### src/rtl/gemm_result_collector_pkg.sv
// Shared helpers for the GEMM result collector: array latency and result-entry sizing.
package gemm_result_collector_pkg;

  // Cycles from an input vector entering the array to its result leaving it.
  function automatic int gemm_latency(input int sa_size);
    return 2 * sa_size;
  endfunction

  // Bits in one buffered result entry: {last, data vector}.
  function automatic int entry_width(input int sa_size, input int elem_w);
    return sa_size * elem_w + 1;
  endfunction

endpackage

### src/rtl/gemm_result_collector_fifo.sv
// Synchronous FIFO with occupancy count; a push and a pop in the same cycle are
// both honoured even when full, so the caller decides when a push is legal.
module gemm_result_fifo #(
  parameter int WIDTH = 17,
  parameter int DEPTH = 4,
  parameter int CNT_W = $clog2(DEPTH + 1)
) (
  input  logic             clk,
  input  logic             resetn,
  input  logic             clr,
  input  logic             push,
  input  logic             pop,
  input  logic [WIDTH-1:0] din,
  output logic [WIDTH-1:0] dout,
  output logic [CNT_W-1:0] count,
  output logic             full,
  output logic             not_empty
);

  localparam int PTR_W = $clog2(DEPTH);

  logic [WIDTH-1:0] mem_q [DEPTH];
  logic [WIDTH-1:0] mem_d [DEPTH];
  logic [PTR_W-1:0] wr_ptr_q, wr_ptr_d;
  logic [PTR_W-1:0] rd_ptr_q, rd_ptr_d;
  logic [CNT_W-1:0] count_q, count_d;

  always_comb begin
    mem_d    = mem_q;
    wr_ptr_d = wr_ptr_q;
    rd_ptr_d = rd_ptr_q;
    count_d  = count_q;
    if (clr) begin
      wr_ptr_d = '0;
      rd_ptr_d = '0;
      count_d  = '0;
    end else begin
      if (push) begin
        mem_d[wr_ptr_q] = din;
        wr_ptr_d        = wr_ptr_q + PTR_W'(1);
      end
      if (pop) rd_ptr_d = rd_ptr_q + PTR_W'(1);
      case ({push, pop})
        2'b10:   count_d = count_q + CNT_W'(1);
        2'b01:   count_d = count_q - CNT_W'(1);
        default: count_d = count_q;
      endcase
    end
  end

  always_ff @(posedge clk or negedge resetn) begin
    if (!resetn) begin
      for (int i = 0; i < DEPTH; i++) mem_q[i] <= '0;
      wr_ptr_q <= '0;
      rd_ptr_q <= '0;
      count_q  <= '0;
    end else begin
      mem_q    <= mem_d;
      wr_ptr_q <= wr_ptr_d;
      rd_ptr_q <= rd_ptr_d;
      count_q  <= count_d;
    end
  end

  assign dout      = mem_q[rd_ptr_q];
  assign count     = count_q;
  assign full      = (count_q == CNT_W'(DEPTH));
  assign not_empty = (count_q != '0);

endmodule

### src/rtl/gemm_result_collector.sv
// Collects systolic-array output vectors, keeps only those tagged as real input,
// frames them into matrices and buffers them for a valid/ready consumer.
module gemm_result_collector
  import gemm_result_collector_pkg::*;
#(
  parameter int SA_SIZE                = 2,
  parameter int WEIGHT_ACTIVATION_SIZE = 8,
  parameter int FIFO_DEPTH             = 4,
  parameter int ROWS_PER_MATRIX        = 2
) (
  input  logic                                                clk,
  input  logic                                                resetn,
  input  logic                                                clr,
  input  logic                                                in_real,
  input  logic                                                sa_output_valid,
  input  logic [SA_SIZE-1:0][WEIGHT_ACTIVATION_SIZE-1:0]      sa_outputs,
  output logic                                                m_valid,
  input  logic                                                m_ready,
  output logic [SA_SIZE-1:0][WEIGHT_ACTIVATION_SIZE-1:0]      m_data,
  output logic                                                m_last,
  output logic [$clog2(FIFO_DEPTH+1)-1:0]                     count,
  output logic                                                overflow
);

  localparam int LAT     = gemm_latency(SA_SIZE);
  localparam int CNT_W   = $clog2(FIFO_DEPTH + 1);
  localparam int ROW_W   = (ROWS_PER_MATRIX > 1) ? $clog2(ROWS_PER_MATRIX) : 1;
  localparam int ENTRY_W = entry_width(SA_SIZE, WEIGHT_ACTIVATION_SIZE);

  typedef struct packed {
    logic                                           last;
    logic [SA_SIZE-1:0][WEIGHT_ACTIVATION_SIZE-1:0] data;
  } entry_t;

  logic [LAT-1:0]     tag_q, tag_d;
  logic [ROW_W-1:0]   row_q, row_d;
  logic               overflow_q, overflow_d;
  logic               tag_out, cap, pop, push, row_is_last, fifo_full;
  entry_t             wr_entry, rd_entry;
  logic [ENTRY_W-1:0] wr_bits, rd_bits;

  assign tag_out     = tag_q[LAT-1];
  assign cap         = sa_output_valid && tag_out;
  assign row_is_last = (row_q == ROW_W'(ROWS_PER_MATRIX - 1));

  // Stream handshake: a beat transfers when m_valid && m_ready at a rising edge;
  // m_valid, m_data and m_last stay unchanged until that beat transfers.
  assign pop  = m_valid && m_ready;
  assign push = cap && (!fifo_full || pop);

  always_comb begin
    tag_d      = {tag_q[LAT-2:0], in_real};
    row_d      = row_q;
    overflow_d = overflow_q | (cap && !push);
    // Dropped captures still advance the row so matrix framing survives loss.
    if (cap) row_d = row_is_last ? '0 : row_q + ROW_W'(1);
    if (clr) begin
      tag_d      = '0;
      row_d      = '0;
      overflow_d = 1'b0;
    end
  end

  always_ff @(posedge clk or negedge resetn) begin
    if (!resetn) begin
      tag_q      <= '0;
      row_q      <= '0;
      overflow_q <= 1'b0;
    end else begin
      tag_q      <= tag_d;
      row_q      <= row_d;
      overflow_q <= overflow_d;
    end
  end

  assign wr_entry.last = row_is_last;
  assign wr_entry.data = sa_outputs;
  assign wr_bits       = wr_entry;
  assign rd_entry      = rd_bits;

  gemm_result_fifo #(
    .WIDTH (ENTRY_W),
    .DEPTH (FIFO_DEPTH),
    .CNT_W (CNT_W)
  ) u_fifo (
    .clk       (clk),
    .resetn    (resetn),
    .clr       (clr),
    .push      (push),
    .pop       (pop),
    .din       (wr_bits),
    .dout      (rd_bits),
    .count     (count),
    .full      (fifo_full),
    .not_empty (m_valid)
  );

  assign m_data   = rd_entry.data;
  assign m_last   = rd_entry.last;
  assign overflow = overflow_q;

endmodule

### config.mk
export PLATFORM = sky130hd
export DESIGN_NAME = gemm_result_collector
export DESIGN_NICKNAME = d
export VERILOG_FILES = /design/src/rtl/gemm_result_collector_pkg.sv /design/src/rtl/gemm_result_collector_fifo.sv /design/src/rtl/gemm_result_collector.sv
export SDC_FILE = /design/constraint.sdc
export NUM_CORES = 1
export LEC_CHECK = 0
export ABC_AREA = 1
export CAP_MARGIN = 20
export CORE_MARGIN = 2
export CORE_UTILIZATION = 30
export DETAILED_ROUTE_END_ITERATION = 6
export SYNTH_ARGS = -nofsm -noshare
export SYNTH_HDL_FRONTEND = slang
export SYNTH_HIERARCHICAL = 1
export SYNTH_SLANG_ARGS = --single-unit
### constraint.sdc
create_clock -name clk -period 2.9 [get_ports clk]
set_input_delay 0.435 -clock clk [delete_from_list [all_inputs] [get_ports clk]]
set_output_delay 0.435 -clock clk [all_outputs]
set_load 0.01 [all_outputs]
== After elaboration in Yosys (flattened, before gate mapping) ==
Index checks and enable logic that the tools add are counted.
Word-level totals
  register bits after elaboration: 81
  input bits: 22
  output and inout bits: 22
  word-level logic and storage cells: 56
Cells by class
  order comparisons: 3
  equal/unequal tests: 3
  add/subtract/negate cells: 5
  mux-type cells: 17
  reduce and logical (&&, ||, !) cells: 14
  bitwise operators: 4
Operators by type and width (number)
  bitwise mux 68 bit: 1
  two-way mux 17 bit: 3
  binary-select mux 17 bit (select 2 bit): 1
  demux 17 bit (select 2 bit): 1
  two-way mux 2 bit: 4
  >= comparator 3 bit (second input constant): 2
  NOT 2 -> 3 bit: 2
  one-hot mux 3 bit (2 select lines): 1
  nonzero test 2 bit: 3
  nonzero test 3 bit: 2
  logical AND 1 bit: 5
  adder 2 x 1 -> 2 bit (second input constant): 2
  two-way mux 1 bit: 4
  two-way mux 4 bit: 1
  adder 3 x 1 -> 3 bit (second input constant): 1
  equality test 3 bit (second input constant): 1
  < comparator 3 x 1 -> 1 bit (second input constant): 1
  two-way mux 3 bit: 1
  subtractor 3 x 1 -> 3 bit (second input constant): 1
  equality test 2 x 1 -> 1 bit (second input constant): 1
  equality test 2 bit (second input constant): 1
  logical NOT 1 bit: 2
  AND reduction 2 bit: 1
  adder 1 bit (second input constant): 1
  other kinds (3): 3

== Depth between registers and ports, before layout ==
  word-level depth: 8
  depth in mapped cells: 14
  depth with buffers taken out: 14

== Modules after synthesis ==
The synthesis kept the hierarchy.
By module, submodules not included
  gemm_result_fifo: instances 1, area each 3544.6 um2, seq. area each 1876.8 um2, cells an instance 387
  gemm_result_collector: instances 1, area each 246.5 um2, seq. area each 150.1 um2, cells an instance 26

== Worst setup path before layout ==
OpenSTA, ideal clock, no wires.
  kind: register -> register
  start: register u_fifo.count_q[0], in the netlist u_fifo/count[0]
  end: register u_fifo.count_q[2], in the netlist u_fifo/count[2]
  required time: 2.783 ns
  setup time: 0.117 ns
  clock period less this slack: 1.891 ns
  stages on the path, launching flop included: 13
  arrival: 1.774 ns
  path buffers: 0
  setup slack: 1.009 ns
  path through: dfrtp_1 nor2_1 nand2_1 nand2_1 a21oi_1 nor2_1 fa_1 inv_1 nand2_1 nand3_1 nand2_1 nand2_1 nand2_1
On the way
  word-level cells in the longest chain between the ends: 7
  elaborated cells between the ends (all ways): 13
  those cells by class: add/sub: 2; eq/ne: 3; mux: 2; reduce/logical: 6
RTL lines
  start: declaration: RTL line gemm_result_collector_fifo.sv:26  | logic [CNT_W-1:0] count_q, count_d;
  start signal: assignment: RTL line gemm_result_collector_fifo.sv:61  | count_q <= count_d;
  nonzero test 3 bit (*): RTL line gemm_result_collector_fifo.sv:68  | assign not_empty = (count_q != '0);
  named net m_valid: RTL line gemm_result_collector.sv:17  | output logic m_valid,
  logical AND 1 bit (*): RTL line gemm_result_collector.sv:48  | assign pop = m_valid && m_ready;
  logical OR 1 bit (*): RTL line gemm_result_collector.sv:49  | assign push = cap && (!fifo_full || pop);
  logical AND 1 bit (*): RTL line gemm_result_collector.sv:49
  named net push: RTL line gemm_result_collector.sv:38  | logic tag_out, cap, pop, push, row_is_last, fifo_full;
  equality test 2 x 1 -> 1 bit / equality test 2 bit (equally long branches): RTL line gemm_result_collector_fifo.sv:43  | case ({push, pop})
  one-hot mux 3 bit (2 select lines): RTL line gemm_result_collector_fifo.sv:43
  two-way mux 3 bit: RTL line gemm_result_collector_fifo.sv:33  | if (clr) begin
The timed path passes the listed nets; every way through them passes the cells marked *.
A chain may end at the register's enable or synchronous reset.

==> impl_results.html <==
<table>
<tr><th>Metric</th><th>Value</th></tr>
<tr><th colspan="2">STA</th></tr>
<tr><td>Max-slew headroom</td><td>57.6%</td></tr>
<tr><td>Clock tree skew after final layout</td><td>4.28 ps</td></tr>
<tr><td>Final clock period utilization by the worst path</td><td>91.5%</td></tr>
<tr><td>Finish-stage setup viols</td><td>0</td></tr>
<tr><td>RSZ-0062 raised after global routing</td><td>no</td></tr>
<tr><td>Peak Freq</td><td>377 MHz</td></tr>
<tr><td>Fin Setup TNS</td><td>0 ps</td></tr>
<tr><td>Slew of the pin with the lowest slew margin</td><td>636 ps</td></tr>
<tr><td>Hold Fails Final Rpt</td><td>0</td></tr>
<tr><td>Final setup slack of the worst path</td><td>247 ps</td></tr>
<tr><td>Max-slew violations</td><td>0</td></tr>
<tr><td>Minimum clock period</td><td>2650 ps</td></tr>
<tr><th colspan="2">Route</th></tr>
<tr><td>Detailed Route WL</td><td>8170 um</td></tr>
<tr><td>Routed wire length per instance</td><td>13.0 um</td></tr>
<tr><td>DRT Pass-1 Iters</td><td>4</td></tr>
<tr><td>Antenna Nets Post-Route</td><td>0</td></tr>
<tr><td>Via/cell ratio</td><td>4.49</td></tr>
<tr><td>Post-route DRC</td><td>0</td></tr>
<tr><td>Via Count</td><td>2,826</td></tr>
<tr><td>Detailed Route Iter0 Violations</td><td>125</td></tr>
<tr><th colspan="2">Placed design</th></tr>
<tr><td>Final weighted congestion in routability-driven placement</td><td>0.742</td></tr>
<tr><td>PortBufs</td><td>43</td></tr>
<tr><td>Placed wire-length estimate</td><td>5250 um</td></tr>
<tr><td>Worst-case setup slack after placement</td><td>591 ps</td></tr>
<tr><th colspan="2">Power</th></tr>
<tr><td>Clock network fraction of total power</td><td>34.1%</td></tr>
<tr><td>Leakage power</td><td>2.18 nW</td></tr>
<tr><td>Power share of the sequential group</td><td>39.1%</td></tr>
<tr><td>Total power</td><td>0.00329 W</td></tr>
<tr><td>Peak VDD IR</td><td>0.292 mV</td></tr>
<tr><td>Pwr dens</td><td>710 mW/mm2</td></tr>
<tr><td>Switching fraction of total power</td><td>28.9%</td></tr>
<tr><td>Net switching power</td><td>0.000949 W</td></tr>
<tr><td>Internal power consumption</td><td>0.00234 W</td></tr>
<tr><td>Combinational power share</td><td>26.8%</td></tr>
<tr><th colspan="2">GRT</th></tr>
<tr><td>Met1 demand-to-capacity share in global routing</td><td>17.3%</td></tr>
<tr><td>GRT busiest layer</td><td>met2</td></tr>
<tr><td>Vias in the first global route</td><td>2,877</td></tr>
<tr><td>GR Overflow Total</td><td>0</td></tr>
<tr><td>Met3 global-route usage</td><td>4.41%</td></tr>
<tr><td>GR met2 Demand/Resource</td><td>21.9%</td></tr>
<tr><td>Global-route wire length before repair</td><td>14,100 um</td></tr>
<tr><td>GRT Resource Usage Total</td><td>13.4%</td></tr>
<tr><td>Number of antenna violations at the first check in global routing</td><td>0</td></tr>
<tr><td>Pin count of the biggest net entering global routing</td><td>82</td></tr>
<tr><th colspan="2">Synthesis</th></tr>
<tr><td>Cell taking the most area after synthesis</td><td>sky130_fd_sc_hd__dfrtp_1</td></tr>
<tr><td>Top FF cell, synth</td><td>sky130_fd_sc_hd__dfrtp_1</td></tr>
<tr><td>Mapped Nets</td><td>440</td></tr>
<tr><td>Register area share after synthesis</td><td>53.5%</td></tr>
<tr><td>Most common cell in the netlist</td><td>sky130_fd_sc_hd__nand2_1</td></tr>
<tr><td>Netlist cell types</td><td>25</td></tr>
<tr><td>Number of register bits inferred by synthesis</td><td>81</td></tr>
<tr><td>Mapped Area</td><td>0.00379 mm2</td></tr>
<tr><td>Mapped Cells</td><td>413</td></tr>
<tr><td>Share of Yosys cell area claimed by the top area cell type</td><td>53.5%</td></tr>
<tr><td>List of most frequent post-synthesis cells</td><td>86 x sky130_fd_sc_hd__nand2_1, 81 x sky130_fd_sc_hd__dfrtp_1, 43 x sky130_fd_sc_hd__nor2_1</td></tr>
<tr><td>Mean instance size in the synthesized netlist</td><td>9.18 um2</td></tr>
<tr><td>Biggest area contributors in the synthesized netlist</td><td>sky130_fd_sc_hd__dfrtp_1 53%, sky130_fd_sc_hd__nand2_1 8.5%, sky130_fd_sc_hd__o21ai_2 6.9%</td></tr>
<tr><td>Number of warnings reported in the yosys synthesis log</td><td>6</td></tr>
<tr><td>Number of enable-type register cells in the synthesized netlist</td><td>0</td></tr>
<tr><td>Async set-reset flop share out of synthesis</td><td>100%</td></tr>
<tr><th colspan="2">Worst setup path</th></tr>
<tr><td>Biggest fanout along the worst timing path</td><td>14</td></tr>
<tr><td>List of cells traversed by the critical path</td><td>inv_2, buf_4, o21ai_0, o22ai_1, clkdlybuf4s50_1</td></tr>
<tr><td>Worst Path Required</td><td>2470 ps</td></tr>
<tr><td>Startpoint Class</td><td>flop</td></tr>
<tr><td>Worst setup path category</td><td>flop to output pin</td></tr>
<tr><td>Longest individual stage delay on the worst path</td><td>580 ps</td></tr>
<tr><td>Worst Path Arrival</td><td>2220 ps</td></tr>
<tr><td>Slowest CP cell</td><td>sky130_fd_sc_hd__clkdlybuf4s50_1</td></tr>
<tr><td>Type of element capturing the critical path</td><td>output pin</td></tr>
<tr><th colspan="2">Floorplan</th></tr>
<tr><td>Number of ports placed on the die boundary</td><td>44</td></tr>
<tr><td>Number of rows in the core area</td><td>41</td></tr>
<tr><td>Area of the core region</td><td>0.0125 mm2</td></tr>
<tr><td>Overall die area</td><td>0.0136 mm2</td></tr>
<tr><td>Die outline height</td><td>116 um</td></tr>
<tr><td>Floorplan die width</td><td>116 um</td></tr>
<tr><td>Starting Density</td><td>30.4%</td></tr>
<tr><th colspan="2">Finish</th></tr>
<tr><td>Layout Area Growth over Synthesis</td><td>22.1%</td></tr>
<tr><td># diodes</td><td>0</td></tr>
<tr><td>Final nets</td><td>480</td></tr>
<tr><td>FILL cells</td><td>1,231</td></tr>
<tr><td>Share of post-route cells with drive strength above 1</td><td>13.8%</td></tr>
<tr><th colspan="2">Clock network</th></tr>
<tr><td>PostCTS Resize Cnt</td><td>0</td></tr>
<tr><td>Number of buffers inserted during clock tree synthesis</td><td>9</td></tr>
<tr><td>Worst skew pair latency</td><td>330 ps</td></tr>
<tr><td>Clock Sinks</td><td>81</td></tr>
<tr><td>Max Buffers Root-to-Sink</td><td>2</td></tr>
<tr><td>CTS tree</td><td>yes</td></tr>
<tr><td>CTS H-tree depth</td><td>3</td></tr>
<tr><td>Count of hold buffers inserted by post-cts repair</td><td>0</td></tr>
<tr><td>Post-CTS Setup Repair Bufs</td><td>0</td></tr>
<tr><td>Worst-path clk slew</td><td>60 ps</td></tr>
<tr><td>Clock Root Buffer</td><td>sky130_fd_sc_hd__clkbuf_16</td></tr>
<tr><th colspan="2">Status</th></tr>
<tr><td>Status</td><td>finished, final reports clean</td></tr>
<tr><th colspan="2">Run</th></tr>
<tr><td>Max capacitance violation total</td><td>0</td></tr>
<tr><th colspan="2">Min path</th></tr>
<tr><td>Class of the tightest hold or removal check</td><td>input pin to asynchronous set/reset pin</td></tr>
</table>
## through the flow
stage	utilization, %	hold slack (ps)	instance area [um2]	cells
5_1_grt	37.1	471	4630	629
6_report	37.1	468	4630	629
3_3_place_gp	34.4	439	4290	612
3_5_place_dp	34.4	457	4290	612
4_1_cts	36.8	320	4590	627
2_1_floorplan	-	139	3790	413
## state kept, by name, indices dropped and copies added (netlist names)
name,flops
overflow,1
row_is_last,1
tag_q,4
u_fifo/count,3
u_fifo/mem_q,68
u_fifo/rd_ptr_q,2
u_fifo/wr_ptr_q,2
## per-layer routing
metal,share of wire (%),vias up
li1,-,1444
met1,47,1326
met2,47,47
met3,5.3,9
met4,0.95,0
met5,0,-
## cell type report
cell class                 instances  area (um2)  area share (%)
multi-input combinational        275        1450            31.4
timing repair buffer              50         503            10.9
tap                              172         215            4.65
sequential                        81        2030            43.8
clock buffer                      12         256            5.54
inverter                          36         135            2.92
clock inverter                     3        40.0           0.865
## final timing paths
path | startpoint | endpoint | slack (ps) | cells after the start
worst max-delay path | u_fifo/rd_ptr_q[0] | m_data[4] | 250 | 5
worst min-delay path | resetn | u_fifo/count[0] | 470 | 2
worst max register to register | u_fifo/count[0] | u_fifo/mem_q[40] | 970 | 9
worst min register to register | tag_q[1] | tag_q[2] | 470 | 2
max in group asynchronous | resetn | u_fifo/mem_q[25] | 1860 | 3
min in group clk | tag_q[1] | tag_q[2] | 470 | 2
## placed cells by master, fill, tap and decap left out, types with 9 or more instances in the layout
cell                              instances
sky130_fd_sc_hd__clkbuf_16                9
sky130_fd_sc_hd__clkdlybuf4s50_1         42
sky130_fd_sc_hd__dfrtp_1                 81
sky130_fd_sc_hd__inv_1                   33
sky130_fd_sc_hd__nand2_1                 86
sky130_fd_sc_hd__nor2_1                  43
sky130_fd_sc_hd__o21ai_0                 37
sky130_fd_sc_hd__o21ai_1                 39
sky130_fd_sc_hd__o21ai_2                 30
sky130_fd_sc_hd__o22ai_1                 17
## power by group through the flow
stage          registers [W]  logic (W)  clock network [W]
2_1_floorplan        0.00127   0.000474                  0
4_1_cts              0.00128   0.000893            0.00115
5_1_grt              0.00130   0.000987            0.00122
6_report             0.00128   0.000881            0.00112
3_5_place_dp         0.00130   0.000887                  0
3_3_place_gp         0.00130   0.000880                  0
## critical path: cells and delay by family, from the launching register on
family / cells / cell delay, ps
AO/OA/AOI/OAI: 2 / 280
buffers and inverters: 3 / 1070
flip-flops: 1 / 530
## kinds of logic after synthesis
logic type	Yosys count	synth area share (%)
flops	81	53.5
fa+ha+maj	5	1.85
buf+inv	57	8.25
simple gates	143	16.0
compound gates	127	20.4
(Power assumes the default switching activity.)
